### config.mk
export PLATFORM = sky130hd
export DESIGN_NAME = voice_alloc_ctrl
export DESIGN_NICKNAME = d
export VERILOG_FILES = /design/src/rtl/voice_alloc_ctrl.sv
export SDC_FILE = /design/constraint.sdc
export NUM_CORES = 1
export LEC_CHECK = 0
export ABC_AREA = 0
export CORE_MARGIN = 10
export CORE_UTILIZATION = 45
export DETAILED_ROUTE_END_ITERATION = 10
export GPL_ROUTABILITY_DRIVEN = 0
export PLACE_DENSITY_LB_ADDON = 0.25
export SETUP_SLACK_MARGIN = 0.2
export SKIP_LAST_GASP = 1
export SLEW_MARGIN = 20
export SYNTH_ARGS = -nofsm -noshare
export SYNTH_HDL_FRONTEND = slang
export SYNTH_SLANG_ARGS = --single-unit
### constraint.sdc
create_clock -name CLK -period 14.4 [get_ports CLK]
set_clock_uncertainty 0.15 [all_clocks]
set_input_delay 4.32 -clock CLK [delete_from_list [all_inputs] [get_ports CLK]]
set_output_delay 4.32 -clock CLK [all_outputs]
set_load 0.05 [all_outputs]
### src/rtl/voice_alloc_ctrl.sv
// voice_alloc_ctrl: polyphonic voice allocator for the sawtooth oscillator bank.
// Each accepted note event scans all voices (one per cycle), then commits to
// a reused matching voice, the lowest free voice, or a round-robin stolen voice.
// Optional feature macro: SYNTH_GLIDE_EN (portamento toward a per-voice target).
module voice_alloc_ctrl #(
  parameter int NVOICES     = 4
`ifdef SYNTH_GLIDE_EN
  ,
  parameter int GLIDE_SHIFT = 4,
  parameter int GLIDE_DIV   = 256
`endif
) (
  input  logic                   CLK,
  input  logic                   RST,
  input  logic                   LOCKED,
  input  logic                   EVT_VALID,
  output logic                   EVT_READY,
  input  logic                   EVT_ON,
  input  logic [6:0]             EVT_NOTE,
  input  logic [31:0]            EVT_FREQ,
  output logic [32*NVOICES-1:0]  FREQUENCY,
  output logic [NVOICES-1:0]     GATE,
  output logic [4:0]             ACTIVE_CNT
);

  localparam int IW = $clog2(NVOICES);

  typedef enum logic [1:0] {IDLE = 2'd0, SCAN = 2'd1, COMMIT = 2'd2} state_t;

  state_t            state_q;
  logic              ready_q;
  logic [IW-1:0]     idx_q;
  logic              evt_on_q;
  logic [6:0]        evt_note_q;
  logic [31:0]       evt_freq_q;
  logic              match_found_q;
  logic [IW-1:0]     match_idx_q;
  logic              free_found_q;
  logic [IW-1:0]     free_idx_q;
  logic [IW-1:0]     steal_ptr_q;
  logic [NVOICES-1:0] gate_q;
  logic [6:0]        note_q [NVOICES];
  logic [31:0]       freq_q [NVOICES];
  logic [4:0]        active_q;

  logic [IW-1:0]     tgt_idx;
  logic              steal_hit;

  function automatic logic [4:0] popcount(input logic [NVOICES-1:0] v);
    logic [4:0] c;
    c = 5'd0;
    for (int i = 0; i < NVOICES; i++) begin
      c = c + {4'd0, v[i]};
    end
    return c;
  endfunction

`ifdef SYNTH_GLIDE_EN
  localparam int GW = (GLIDE_DIV > 1) ? $clog2(GLIDE_DIV) : 1;

  logic [31:0]   tgt_q [NVOICES];
  logic [GW-1:0] glide_cnt_q;
  logic          glide_tick;

  // One step toward the target; a zero step snaps to it, so there is never overshoot.
  function automatic logic [31:0] glide_next(input logic [31:0] cur, input logic [31:0] tgt);
    logic [31:0] diff;
    logic [31:0] step;
    if (tgt >= cur) begin
      diff = tgt - cur;
      step = diff >> GLIDE_SHIFT;
      glide_next = (step == 32'd0) ? tgt : cur + step;
    end else begin
      diff = cur - tgt;
      step = diff >> GLIDE_SHIFT;
      glide_next = (step == 32'd0) ? tgt : cur - step;
    end
  endfunction

  assign glide_tick = (glide_cnt_q == GW'(GLIDE_DIV - 1));

  // Glide step timer: one tick every GLIDE_DIV cycles.
  always_ff @(posedge CLK or posedge RST) begin
    if (RST) begin
      glide_cnt_q <= '0;
    end else if (glide_tick) begin
      glide_cnt_q <= '0;
    end else begin
      glide_cnt_q <= glide_cnt_q + 1'b1;
    end
  end
`endif

  // Commit target: matching voice first, then lowest free voice, else the steal pointer.
  always_comb begin
    tgt_idx   = steal_ptr_q;
    steal_hit = 1'b0;
    if (match_found_q) begin
      tgt_idx = match_idx_q;
    end else if (free_found_q) begin
      tgt_idx = free_idx_q;
    end else begin
      tgt_idx   = steal_ptr_q;
      steal_hit = evt_on_q;
    end
  end

  // Event FSM: intake handshake, per-voice scan, then voice state commit.
  always_ff @(posedge CLK or posedge RST) begin
    if (RST) begin
      state_q       <= IDLE;
      ready_q       <= 1'b0;
      idx_q         <= '0;
      evt_on_q      <= 1'b0;
      evt_note_q    <= 7'd0;
      evt_freq_q    <= 32'd0;
      match_found_q <= 1'b0;
      match_idx_q   <= '0;
      free_found_q  <= 1'b0;
      free_idx_q    <= '0;
      steal_ptr_q   <= '0;
      gate_q        <= '0;
      for (int k = 0; k < NVOICES; k++) begin
        note_q[k] <= 7'd0;
        freq_q[k] <= 32'd0;
`ifdef SYNTH_GLIDE_EN
        tgt_q[k]  <= 32'd0;
`endif
      end
    end else begin
`ifdef SYNTH_GLIDE_EN
      if (glide_tick) begin
        for (int k = 0; k < NVOICES; k++) begin
          freq_q[k] <= glide_next(freq_q[k], tgt_q[k]);
        end
      end
`endif
      case (state_q)
        IDLE: begin
          if (EVT_VALID && ready_q) begin
            evt_on_q      <= EVT_ON;
            evt_note_q    <= EVT_NOTE;
            evt_freq_q    <= EVT_FREQ;
            idx_q         <= '0;
            match_found_q <= 1'b0;
            free_found_q  <= 1'b0;
            ready_q       <= 1'b0;
            state_q       <= SCAN;
          end else begin
            ready_q <= LOCKED;
          end
        end
        SCAN: begin
          if (gate_q[idx_q] && (note_q[idx_q] == evt_note_q) && !match_found_q) begin
            match_found_q <= 1'b1;
            match_idx_q   <= idx_q;
          end
          if (!gate_q[idx_q] && !free_found_q) begin
            free_found_q <= 1'b1;
            free_idx_q   <= idx_q;
          end
          if (idx_q == IW'(NVOICES - 1)) begin
            state_q <= COMMIT;
          end else begin
            idx_q <= idx_q + 1'b1;
          end
        end
        COMMIT: begin
          if (evt_on_q) begin
            gate_q[tgt_idx] <= 1'b1;
            note_q[tgt_idx] <= evt_note_q;
`ifdef SYNTH_GLIDE_EN
            tgt_q[tgt_idx]  <= evt_freq_q;
            if (!gate_q[tgt_idx]) begin
              freq_q[tgt_idx] <= evt_freq_q;
            end
`else
            freq_q[tgt_idx] <= evt_freq_q;
`endif
            if (steal_hit) begin
              steal_ptr_q <= (steal_ptr_q == IW'(NVOICES - 1)) ? '0 : steal_ptr_q + 1'b1;
            end
          end else if (match_found_q) begin
            gate_q[match_idx_q] <= 1'b0;
`ifdef SYNTH_GLIDE_EN
            // Freeze any glide in progress at the current frequency.
            tgt_q[match_idx_q]  <= freq_q[match_idx_q];
            freq_q[match_idx_q] <= freq_q[match_idx_q];
`endif
          end
          ready_q <= LOCKED;
          state_q <= IDLE;
        end
        default: begin
          ready_q <= 1'b0;
          state_q <= IDLE;
        end
      endcase
    end
  end

  // Gated-voice count, one cycle behind GATE.
  always_ff @(posedge CLK or posedge RST) begin
    if (RST) begin
      active_q <= 5'd0;
    end else begin
      active_q <= popcount(gate_q);
    end
  end

  for (genvar k = 0; k < NVOICES; k++) begin : g_freq_out
    assign FREQUENCY[32*k +: 32] = freq_q[k];
  end

  assign EVT_READY  = ready_q;
  assign GATE       = gate_q;
  assign ACTIVE_CNT = active_q;

endmodule

==> impl_metrics.ini <==
[logic_synthesis]
async_reset_ff_share_pct = 100
synth_ff_type = dfrtp_1
ys.warnings.count = 0
syn_inst = 605
synth_top_area_share_pct = 63.7
netlist_area_um2 = 8480
ys_ff_latch = 216
ys_seq_area_share_pct = 63.7
synth_top_area_cell = dfrtp_1
synth_top_cells_by_area = dfrtp_1, mux2_2, nand2_1
synth-edff-count = 0
ys_types = 37
avgSynthCellArea_um2 = 14.0

[place]
hpwl_mm = 13.8
dp_cells = 996
io_buffers = 179

[detailed_routing]
drc = 0
drtPass1Iterations = 5
wl_per_cell_um = 20.4
ant_nets = 0
drt_iter0_drc = 231
vias = 5363
routed_wl_mm = 21.1
routed_via_density = 5.17

[global_route]
grt-ovfl-total = 0
grt_busiest_layer = met2
grt_pass1_wl_mm = 33.3
grt_usage_pct = 16.9
met2_usage_pct = 28.3
grt_pass1_vias = 5985
grt_max_degree = 163
grt.met1_usage_pct = 21.6
antenna_found_initial = 0
gr-usage-met3_pct = 4.42

[clocking]
clk_pin_slew_ns = 0.06
cts_tree = yes
insertion_delay_ns = 0.49
postCtsHoldBufs = 0
cts.path.max_buffers = 3
cts_root_buffer = clkbuf_16
cts.sinks = 216
cts_resized = 0
cts_buffers = 23
htree_levels = 1
cts_setup_buffers = 0

[timing]
slew_headroom_pct = 39.4
holdWs_ns = 0.351
rsz0062_at_grt = false
finalCritPeriodShare_pct = 43.3
setup-tns-final_ns = 0
tightest_slew_ns = 0.910
slew_violations = 0
fmax_ghz = 0.161
setup-violations-final = 0
fin_crit_ns = 6.23
hold_violations = 0

[power]
power_density_nw_per_um2 = 186
pwr-share-comb_pct = 28.8
clkPwrFrac_pct = 29.5
p_switching_mw = 0.739
seqPwrFrac_pct = 41.7
p_leak_nw = 5.47
swShare_pct = 35.1
p_int_mw = 1.37
peakVddDrop_v = 0.000111

[die]
die_w_um = 157
die_y_um = 157
io_pins = 182
initial_utilization_pct = 45.5
die-area_um2 = 24700
row_count = 50
coreArea_um2 = 18600

[layout]
synthToLayoutAreaGrowth_pct = 33.5
nNetsFinal = 836
layout_common_cells = dfrtp_1, clkdlybuf4s50_1, mux2_2, nand2_1, clkbuf_16
final_cells = 1037
layout_commonest_cell = dfrtp_1
num_antenna_cells = 0
fin_util_pct = 60.7
final_layout_size_suffix_gt1_share_pct = 27.0

[worst_setup_path]
start_kind = flip-flop
cp_top_family = buffers and inverters
crit_type = reg2out
crit_fanout = 4
end_kind = primary output
cpPeakStageDelay_ns = 0.85
path_cells = clkdlybuf4s50_1
cpMaxStageDelayCell = clkdlybuf4s50_1
critPathArrivalTime_ns = 1.76
crit_buf_inv = 1
required_ns = 9.93

[run]
max_cap_viol_count = 0

[min_path]
hold_class = reg2reg

[status]
outcome = finished, final reports clean
## synth_stat cells (2+ instances only)
cell,instances
a21o_1,3
buf_2,14
buf_4,5
clkbuf_1,10
dfrtp_1,216
ha_1,4
inv_1,7
mux2_1,2
mux2_2,159
mux2i_1,2
mux4_1,3
mux4_2,5
nand2_1,128
nand2b_1,3
nand3_1,2
nor2_1,7
nor3_1,2
nor4bb_1,2
o21ai_0,8
xnor2_1,5
xor2_1,2
## cell type report
| class | count | area, µm² |
|---|---|---|
| clock buffer | 34 | 667 |
| clock inverter | 7 | 139 |
| fill | 1445 | 7320 |
| inverter | 7 | 38.8 |
| tap | 234 | 293 |
| multi-input combinational | 353 | 2940 |
| timing repair buffer | 186 | 1840 |
| sequential | 216 | 5410 |
## metrics by stage
stage	setup WS, ns	cell area (µm²)	power [mW]
after CTS	8.14	11300	2.13
after global placement	7.91	10500	1.47
after floorplan	4.02	8490	1.26
after detailed placement	7.80	10500	1.50
after global routing	8.11	11300	2.21
final	8.17	11300	2.11
## flip-flops by register name, indices dropped and copies added, names as in the netlist
register	cells
ACTIVE_CNT	3
FREQUENCY	128
GATE	4
idx_q	2
match_idx_q	2
steal_ptr_q	2
match_found_q	1
evt_freq_q	32
EVT_READY	1
evt_note_q	7
state_q	2
evt_on_q	1
free_idx_q	2
note_q	28
free_found_q	1
## routing by layer
layer | vias up | wire length [µm]
met1 | 2777 | 9050
li1 | 2414 | -
met2 | 148 | 10400
met5 | - | 0
met4 | 0 | 299
met3 | 24 | 1410
## worst paths after layout
kind,startpoint,endpoint,slack (ns),cells past startpoint
worst min register to register,note_q[22],note_q[22],0.35,1
min in group asynchronous,RST,evt_note_q[3],4.20,2
worst max-delay path,GATE[2],GATE[2],8.17,1
max in group asynchronous,RST,evt_freq_q[20],8.53,3
worst min-delay path,note_q[22],note_q[22],0.35,1
worst max register to register,idx_q[0],match_idx_q[0],11.71,5
## cells by family (layout without fill, tap and decap cells)
kind of cell / Yosys count / after routing / synth area share, %
compound gates: 15 / 15 / 1.11
flops: 216 / 216 / 63.7
buf+inv: 37 / 234 / 2.15
simple gates: 153 / 153 / 7.58
fa+ha+maj: 5 / 5 / 0.826
mux: 171 / 171 / 23.9
other cells: 1 / 2 / 0.0442
xor+xnor: 7 / 7 / 0.723
## power groups by stage
stage	logic [mW]	clock network (mW)	registers, mW
after floorplan	0.220	0	1.04
after global placement	0.598	0	0.877
after detailed placement	0.612	0	0.887
after CTS	0.615	0.638	0.879
after global routing	0.647	0.658	0.901
final	0.606	0.622	0.877
Power figures use the tool's default switching activity.
